===== src/rtl/piso_readout_ctrl.sv =====
// -----------------------------------------------------------------------------
// piso_readout_ctrl
//
// Readout sequencer for the testchip error-detector PISO chain. It drives the
// parallel-load strobe and a divided shift clock toward the chip. On every
// rising shift_clk edge it samples the NUM_CH serial channels into a shadow
// register. After the last bit it publishes all channel counts at once on
// data_out and pulses done. Everything runs in the clk domain. shift_clk is
// only a registered output and never clocks internal logic.
//
// Parameters
//   CLK_DIV   clk cycles per shift_clk half-period (>= 1)
//   NUM_CH    number of serial channels
//   WIDTH     bits per channel count
//
// Ports
//   clk        in   system clock, rising edge
//   rst_n      in   asynchronous active-low reset
//   start      in   level, sampled only while idle; starts one readout
//   auto       in   level, sampled in DONE; high chains the next readout
//   Q          in   serial data from the chip, Q[k] = channel k, LSB first
//   shift_clk  out  divided readout clock, idles low
//   load       out  1 = parallel load period, 0 = shift
//   busy       out  high from the cycle after start through DONE
//   done       out  one-cycle pulse; data_out is valid from this cycle
//   data_out   out  channel k at [WIDTH*k +: WIDTH], held between readouts
// -----------------------------------------------------------------------------
module piso_readout_ctrl #(
    parameter int CLK_DIV = 4,
    parameter int NUM_CH  = 10,
    parameter int WIDTH   = 12
) (
    input  logic                      clk,
    input  logic                      rst_n,
    input  logic                      start,
    input  logic                      auto,
    input  logic [NUM_CH-1:0]         Q,
    output logic                      shift_clk,
    output logic                      load,
    output logic                      busy,
    output logic                      done,
    output logic [NUM_CH*WIDTH-1:0]   data_out
);

    localparam int DIV_W = (CLK_DIV > 1) ? $clog2(CLK_DIV) : 1;
    localparam int BIT_W = (WIDTH > 1) ? $clog2(WIDTH) : 1;

    typedef enum logic [1:0] {
        S_IDLE,
        S_LOAD,
        S_SHIFT,
        S_DONE
    } state_t;

    state_t                    state_q;
    logic [DIV_W-1:0]          div_cnt_q;
    logic [DIV_W-1:0]          div_cnt_d;
    logic [BIT_W-1:0]          bit_cnt_q;
    logic                      shift_clk_q;
    logic                      load_q;
    logic                      busy_q;
    logic                      done_q;
    logic [NUM_CH*WIDTH-1:0]   data_out_q;
    logic [NUM_CH*WIDTH-1:0]   cap_flat;
    logic                      div_wrap;
    logic                      capture;

    // The divider reaches its last count on the cycle whose edge toggles
    // shift_clk.
    assign div_wrap  = (div_cnt_q == DIV_W'(CLK_DIV - 1));
    assign div_cnt_d = div_wrap ? '0 : div_cnt_q + DIV_W'(1);

    // This edge drives shift_clk 0->1 during SHIFT. Q still holds the bit the
    // chip presented for this period, because the chip shifts only after it
    // sees the rising edge.
    assign capture = (state_q == S_SHIFT) && div_wrap && !shift_clk_q;

    // Per-channel shadow registers. bit_cnt selects the bit position, so the
    // LSB lands first.
    for (genvar gi = 0; gi < NUM_CH; gi++) begin : g_cap
        logic [WIDTH-1:0] cap_q;

        always_ff @(posedge clk or negedge rst_n) begin
            if (!rst_n) begin
                cap_q <= '0;
            end else if (capture) begin
                cap_q[bit_cnt_q] <= Q[gi];
            end
        end

        assign cap_flat[gi*WIDTH +: WIDTH] = cap_q;
    end

    always_ff @(posedge clk or negedge rst_n) begin
        if (!rst_n) begin
            state_q     <= S_IDLE;
            div_cnt_q   <= '0;
            bit_cnt_q   <= '0;
            shift_clk_q <= 1'b0;
            load_q      <= 1'b0;
            busy_q      <= 1'b0;
            done_q      <= 1'b0;
            data_out_q  <= '0;
        end else begin
            case (state_q)
                S_IDLE: begin
                    shift_clk_q <= 1'b0;
                    load_q      <= 1'b0;
                    busy_q      <= 1'b0;
                    done_q      <= 1'b0;
                    if (start) begin
                        state_q   <= S_LOAD;
                        div_cnt_q <= '0;
                        load_q    <= 1'b1;
                        busy_q    <= 1'b1;
                    end
                end

                S_LOAD: begin
                    div_cnt_q <= div_cnt_d;
                    if (div_wrap) begin
                        shift_clk_q <= ~shift_clk_q;
                        // The falling edge closes the single load period.
                        if (shift_clk_q) begin
                            state_q   <= S_SHIFT;
                            bit_cnt_q <= '0;
                            load_q    <= 1'b0;
                        end
                    end
                end

                S_SHIFT: begin
                    div_cnt_q <= div_cnt_d;
                    if (div_wrap) begin
                        shift_clk_q <= ~shift_clk_q;
                        // Falling edges close shift periods. The MSB was
                        // captured half a period earlier, so cap is complete
                        // here.
                        if (shift_clk_q) begin
                            if (bit_cnt_q == BIT_W'(WIDTH - 1)) begin
                                state_q    <= S_DONE;
                                done_q     <= 1'b1;
                                data_out_q <= cap_flat;
                            end else begin
                                bit_cnt_q <= bit_cnt_q + BIT_W'(1);
                            end
                        end
                    end
                end

                S_DONE: begin
                    done_q      <= 1'b0;
                    shift_clk_q <= 1'b0;
                    if (auto) begin
                        // Chain directly into the next load with no idle gap.
                        state_q   <= S_LOAD;
                        div_cnt_q <= '0;
                        load_q    <= 1'b1;
                    end else begin
                        state_q <= S_IDLE;
                        busy_q  <= 1'b0;
                    end
                end

                default: begin
                    state_q <= S_IDLE;
                end
            endcase
        end
    end

    assign shift_clk = shift_clk_q;
    assign load      = load_q;
    assign busy      = busy_q;
    assign done      = done_q;
    assign data_out  = data_out_q;

endmodule


===== config.mk =====
export PLATFORM = sky130hd
export DESIGN_NAME = piso_readout_ctrl
export DESIGN_NICKNAME = d
export VERILOG_FILES = /design/src/rtl/piso_readout_ctrl.sv
export SDC_FILE = /design/constraint.sdc
export NUM_CORES = 1
export LEC_CHECK = 0
export ABC_AREA = 1
export BUFFER_PORTS_ARGS = -buffer_cell sky130_fd_sc_hd__buf_2
export CAP_MARGIN = 20
export CORE_MARGIN = 8
export CORE_UTILIZATION = 57
export CTS_CLUSTER_DIAMETER = 150
export DETAILED_ROUTE_END_ITERATION = 7
export PLACE_DENSITY = 0.79
export RECOVER_POWER = 50
export SYNTH_ARGS = -nofsm -noshare
export SYNTH_HDL_FRONTEND = slang
export SYNTH_SLANG_ARGS = --single-unit

===== constraint.sdc =====
create_clock -name clk -period 2.19 [get_ports clk]
set_clock_uncertainty 0.2 [all_clocks]
set_input_delay 0.3285 -clock clk [delete_from_list [all_inputs] [get_ports clk]]
set_output_delay 0.3285 -clock clk [all_outputs]
set_load 0.05 [all_outputs]

==> key figures, run 1 <==
Run status
  – Status: finished clean

Synthesis
  – Area of the mapped netlist: 9876 um2
  – Post-Synth Simple-Gate Area: 17.22%
  – Post-synthesis cell type count: 22
  – Post-Synthesis Cells: 1,055
  – Post-synthesis net count: 1,081
  – Mean Syn Cell Area: 9.361 um2
  – Synth Warn #: 0
  – Post-synth EDFFs: 0
  – #FFs+latches synth: 252
  – Mux share of post-synthesis cell area: 0%
  – XOR/XNOR Fraction of Synth Area: 0%
  – Async SR Flop Fraction: 100.0%
  – Compound-gate portion of the synthesized area: approximately an eighth
  – Main synth FF type: dfrtp_1
  – Sequential fraction of the synthesis area: around 64%
  – Synth Area in Adders: 1.520%
  – Largest family of logic cells by synthesized area: simple AND/OR/NAND/NOR gates

Setup path
  – Critical Path Fanout Max: 6
  – WP data arrival: 2.23 ns
  – Worst path required time: 2.37 ns
  – CP Launch Point: state_q[1]
  – R2r startpoint: state_q[1]
  – CP Launch Type: flip-flop
  – Worst setup EP type: flip-flop
  – WS Path Type: flip-flop to flip-flop
  – R2r setup slk: 0.14 ns

Min path
  – Hold/Removal Path Class: input pin to flip-flop
  – Hold Crit Start: auto

Placed design
  – Port bufs: 137
  – Dpl hpwl: around 16,000 um
  – Placer's final routability congestion estimate: 0.8173

Die
  – Die area: ~22,000 um2
  – Die height: 147.6 um
  – Number of I/O pins: between 100 and 150
  – Initial Utilization: 57.70%
  – Die X: 147.6 um
  – Core Area: between 15,000 and 20,000 um2
  – Row cnt: 48

STA
  – Fin crit share: between 90% and 100%
  – Max-slew headroom: under 10%
  – RSZ-0062 raised after global routing: no
  – Final Critical Period: between 2 and 2.5 ns
  – Final setup vio count: 0
  – Setup_tns: 0 ns
  – Max Clk Rate: 0.4885 GHz
  – Worst-margin pin slew: about 1.4 ns
  – Slew Limit Fails: 0
  – Final-report hold violation count: 0

Clock tree
  – Longest Clk Path Bufs: 3
  – Sink Count: 252
  – CTS buffer count: 25
  – Clock latency on the worst-skew pair: 0.51 ns
  – H-tree levels: 1
  – Root Buffer: clkbuf_16
  – CTS tree: built
  – Worst-path clk slew: 0.06 ns
  – Postcts setup bufs: 0

Power and ir drop
  – Internal power: roughly 8 mW
  – P_sw: 2.690 mW
  – Final Power: 10.52 mW
  – Gate power share: 11.1%
  – VDD IR-drop max: just over 0.0006 V
  – P per Cell Area: 901.4 nW/um2
  – Clock power frac: ~40%
  – Switch share: 25.57%
  – Total leakage power: 6.397 nW
  – Sequential fraction of design power: 49.1%

Cells and area
  – Share of post-route cells with drive strength above 1: between 10% and 20%
  – FILL cells: 1,338
  – Area of the multi-input gates: 3158 um2
  – Reg area: 6306 um2
  – Most frequent cells in the layout: nand2_1 (399), dfrtp_1 (252), o21ai_0 (220), buf_2 (78), clkbuf_1 (63)
  – Area Growth Syn to Fin: 18.18%
  – Commonest non-fill, non-tap cell in the layout: nand2_1
  – Layout Nets: about 1,200
  – # diodes: 0

Route
  – Post-Route WL: 25,010 um
  – Post-route ant nets: 0
  – Wire per inst: 17.52 um
  – Drt first pass iters: 5
  – Vias post-DR: 7,906
  – DRT iter0 DRCs: approximately 750
  – DRC viols: 0
  – Vias per cell: 5.540

Global route
  – Number of global-route vias before repair: 7,815
  – GRT Total Usage: 22.83%
  – Pin count of the biggest net entering global routing: between 100 and 150
  – Initial antenna violation count: 0
  – First-pass GRT wire length: 40,710 um
  – Grt ovf: 0

Flow run
  – Max-cap viol count: 0
-- flip-flops by register name, summed over array words and instances, names as in the netlist --
name / cells
bit_cnt_q: 4
busy: 1
data_out: 120
div_cnt_q: 2
done: 1
g_cap.cap_q: 120
load: 1
shift_clk: 1
state_q: 2
-- layout make-up --
class / instances / share of cell area (%)
multi-input cells: 701 / 27.06
clock inverters: 8 / 0.8362
flip-flops and latches: 252 / 54.03
inverters: 27 / 0.8684
well taps: 225 / 2.412
clock buffers: 33 / 6.046
repair buffers: 181 / 8.748
-- per-stage QoR --
stage / instances / util, % / setup WS, ns / instance area (um2) / hold WS, ns
2_1_floorplan: 1055 / - / 0.2540 / 9876 / -0.1671
3_3_place_gp: 1383 / 63.82 / 0.1840 / 10920 / 0.09119
3_5_place_dp: 1383 / 63.82 / 0.08985 / 10920 / 0.09266
4_1_cts: 1427 / 68.68 / 0.09302 / 11760 / 0.05320
5_1_grt: 1427 / 68.19 / 0.04704 / 11670 / 0.07113
6_report: 1427 / 68.19 / 0.1431 / 11670 / 0.05588
-- synthesized netlist by cell type, types with 2 or more instances --
cell	number	area [um2]
nand2_1	400	1501
dfrtp_1	252	6306
o21ai_0	220	1101
clkbuf_1	57	214.0
inv_1	26	97.59
o21ai_1	25	125.1
ha_1	12	150.1
nand3_1	12	60.06
buf_4	11	82.58
nand4_1	10	62.56
nor2_1	9	33.78
buf_2	6	30.03
a21oi_1	5	25.02
o21bai_1	2	15.01
-- cell families after synthesis --
group	count (synthesis)
simple gates	435
flops	252
buf+inv	102
fa+ha+maj	12
compound gates	254
-- critical path, stage by stage (launching register included) --
cell           delay [ns]
dfrtp_1              0.46
inv_1                0.11
ha_2                 0.40
inv_1                0.07
nand2_1              0.06
o22ai_1              0.07
dlygate4sd3_1        0.55
-- layer usage --
| metal | GRT usage, % | share of wire, % |
|---|---|---|
| met5 | 0 | 0 |
| met4 | 6.986 | 2.2 |
| met3 | 3.638 | 6.7 |
| met2 | 37.02 | 49 |
| met1 | 31.25 | 43 |
-- final timing paths --
kind / endpoint / depth (start not counted)
setup / recovery: busy / 6
hold / removal: state_q[0] / 5
setup reg to reg: busy / 6
hold reg to reg: data_out[117] / 2
max in group asynchronous: data_out[40] / 3
min in group asynchronous: g_cap[3].cap_q[0] / 2
-- what timing repair did --
| action | in CTS | in global routing |
|---|---|---|
| endpoints found under the hold margin | 248 | 0 |
| hold buffers | 3 | 0 |
| gates resized for setup | 0 | 4 |
| setup endpoints to repair | 0 | 109 |
-- power groups by stage --
stage	combinational [mW]	sequential, mW	clock (mW)
after global placement	1.08	5.22	0
after detailed placement	1.12	5.23	0
after CTS	1.16	5.15	4.23
after floorplan	0.691	5.25	0
final	1.17	5.16	4.19
after global routing	1.33	5.19	4.42
(Power assumes the default switching activity.)
==> inputs of run 2 (changes only) <==
--- a/config.mk
+++ b/config.mk
@@ -6,14 +6,15 @@
 export NUM_CORES = 1
 export LEC_CHECK = 0
 export ABC_AREA = 1
-export BUFFER_PORTS_ARGS = -buffer_cell sky130_fd_sc_hd__buf_2
 export CAP_MARGIN = 20
 export CORE_MARGIN = 8
-export CORE_UTILIZATION = 57
+export CORE_UTILIZATION = 63
 export CTS_CLUSTER_DIAMETER = 150
 export DETAILED_ROUTE_END_ITERATION = 7
+export DONT_BUFFER_PORTS = 1
 export PLACE_DENSITY = 0.79
 export RECOVER_POWER = 50
+export SLEW_MARGIN = 20
 export SYNTH_ARGS = -nofsm -noshare
 export SYNTH_HDL_FRONTEND = slang
 export SYNTH_SLANG_ARGS = --single-unit
==> run 2 against run 1 <==
  * The run now ends with hold timing left
  * Combinational power fell by 16%
  * Via count shrank 7.5%
  * Global-route usage is 0.72 points higher
  * Critical path type unchanged
==> key figures, run 2 (synthesis gave the netlist of run 1 again) <==
Power and ir drop
  – Final Power: 10.39 mW (-1.2%)
  – VDD IR-drop max: 0.0008097 V (+33%)
  – P per Cell Area: 939.1 nW/um2 (+4.2%)
  – Total leakage power: 5.925 nW (-7.4%)

Die
  – Initial Utilization: 64.72% (+7.0 points)
  – Die height: 141.2 um (-4.4%)
  – Number of I/O pins: 138 (unchanged)
  – Core Area: 15,260 um2 (-11%)
  – Die X: 141.2 um (-4.4%)
  – Row cnt: 45 (-6.3%)
  – Die area: 19,940 um2 (-8.5%)

Cells and area
  – FILL cells: 1,107 (-17%)
  – Most frequent cells in the layout: nand2_1 (399), dfrtp_1 (252), o21ai_0 (220), buf_4 (28), clkbuf_16 (26)
  – Share of post-route cells with drive strength above 1: 7.685% (-6.0 points)
  – # diodes: 0 (unchanged)
  – Commonest non-fill, non-tap cell in the layout: nand2_1
  – Layout Nets: 1,076 (-11%)
  – Area Growth Syn to Fin: 12.05%

Clock tree
  – Root Buffer: clkbuf_16
  – Clock latency on the worst-skew pair: 0.52 ns (about the same)
  – CTS Hold Bufs: 9 (+6)
  – H-tree levels: 1 (unchanged)
  – Worst-path clk slew: 0.06 ns (about the same)
  – CTS buffer count: 25 (unchanged)
  – Sink Count: 252 (unchanged)
  – Postcts setup bufs: 0 (unchanged)
  – Longest Clk Path Bufs: 3 (unchanged)
  – CTS tree: built

STA
  – Max Clk Rate: 0.4831 GHz (-1.1%)
  – Worst-margin pin slew: 0.5841 ns (-0.8264 ns)
  – Max-slew headroom: 61.06% (+55 points)
  – Final setup vio count: 0 (unchanged)
  – Final Worst Setup Slack: 0.1198 ns (-0.02329 ns)
  – Setup_tns: 0 ns (unchanged)
  – Final-report hold violation count: 255 (+255)
  – Slew Limit Fails: 0 (unchanged)
  – Fin crit share: 94.53% (+1.1 points)
  – Final Critical Period: 2.070 ns (+0.02329 ns)
  – Hold Slack: -0.6729 ns (-0.7288 ns)
  – RSZ-0062 raised after global routing: no

Global route
  – GRT Total Usage: 23.55% (+0.72 points)
  – Number of global-route vias before repair: 7,081 (-9.4%)
  – Initial antenna violation count: 0 (unchanged)
  – Grt ovf: 0 (unchanged)
  – First-pass GRT wire length: 37,790 um (-7.2%)
  – Pin count of the biggest net entering global routing: 253 (+150%)

Route
  – Post-Route WL: 23,800 um (-4.8%)
  – Wire per inst: 18.62 um (+6.3%)
  – Post-route ant nets: 0 (unchanged)
  – Vias per cell: 5.725 (+3.3%)
  – Vias post-DR: 7,316 (-7.5%)
  – DRC viols: 0 (unchanged)
  – Drt first pass iters: 5 (unchanged)
  – DRT iter0 DRCs: 702 (-6.0%)

Setup path
  – R2r setup slk: 0.12 ns (-0.02 ns)
  – WS Path Type: flip-flop to flip-flop
  – Worst setup EP type: flip-flop
  – R2r startpoint: bit_cnt_q[3]
  – Reg2Reg Depth: 6 (unchanged)
  – RR Endpoint: data_out[26]
  – WP data arrival: 2.24 ns (about the same)
  – Critical Path Fanout Max: 107 (+101)
  – Worst path required time: 2.36 ns (about the same)
  – CP Launch Type: flip-flop

Flow run
  – Max-cap viol count: 0 (unchanged)

Run status
  – Violated checks: hold timing
  – Status: complete, but fails checks

Placed design
  – Dpl hpwl: 14,450 um (-12%)
  – Placer's final routability congestion estimate: 0.8631 (+5.6%)
  – Pre-CTS setup slack: 0.1183 ns (+0.02847 ns)
  – Port bufs: 0 (-100%)

Min path
  – Hold/Removal Path Class: input pin to async pin
run 2: cell count changes in the layout (fill, tap and decap cells not counted), moves of 2 or more:
cell	delta
buf_2	-78
clkbuf_1	-59
dlygate4sd3_1	+6
clkbuf_2	-3
clkbuf_8	+3
buf_4	-2
clkinvlp_4	-2
run 2: metal layers:
layer  GRT usage [%]  share of wire (%)  up-vias
li1                -                  -     3404
met1           30.00                 40     3557
met2           37.81                 48      297
met3           6.583                9.5       58
met4           8.937                3.0        0
met5               0                  0        -
run 2: worst max-delay path, stage by stage, from the launching register on:
cell	delay [ns]
dfrtp_1	0.43
inv_2	0.13
nor2_4	0.19
nand3_4	0.22
buf_12	0.26
o21ai_0	0.29
nand2_1	0.09
run 2: layout make-up:
| class | instances | area, um2 | area share [%] |
|---|---|---|---|
| Tap cell | 211 | 264.0 | 2.386 |
| Sequential cell | 252 | 6306 | 56.99 |
| Clock inverter | 7 | 70.07 | 0.6332 |
| Clock buffer | 37 | 750.7 | 6.784 |
| Timing Repair Buffer | 43 | 425.4 | 3.844 |
| Inverter | 27 | 101.3 | 0.9159 |
| Multi-Input combinational cell | 701 | 3148 | 28.45 |
run 2: repair_timing:
item,in CTS,in global routing
gates resized for setup,0,3
hold endpoints to repair,289,252
endpoints found under the setup margin,0,101
run 2: per-stage QoR:
| stage | area (um2) | util [%] | std cells |
|---|---|---|---|
| after CTS | 11040 | 72.32 | 1277 |
| after detailed placement | 10120 | 66.36 | 1224 |
| final | 11070 | 72.52 | 1278 |
| after global placement | 10120 | 66.36 | 1224 |
| after floorplan | 9876 | - | 1055 |
| after global routing | 11070 | 72.52 | 1278 |
run 2: worst max path at each step:
stage | slack, ns | cells past startpoint | endpoint | start
after floorplan | 0.25 | 9 | g_cap[0].cap_q[5] | state_q[0]
after global placement | 0.15 | 9 | g_cap[0].cap_q[10] | state_q[0]
after detailed placement | 0.12 | 9 | g_cap[4].cap_q[10] | state_q[0]
after CTS | 0.10 | 9 | g_cap[3].cap_q[0] | state_q[0]
after global routing | 0.02 | 6 | busy | state_q[1]
final | 0.12 | 6 | data_out[26] | bit_cnt_q[3]
run 2: power breakdown:
| part | switching (mW) | internal [mW] |
|---|---|---|
| Sequential | 0.263 | 4.94 |
| Combinational | 0.601 | 0.378 |
| Clock | 1.73 | 2.49 |
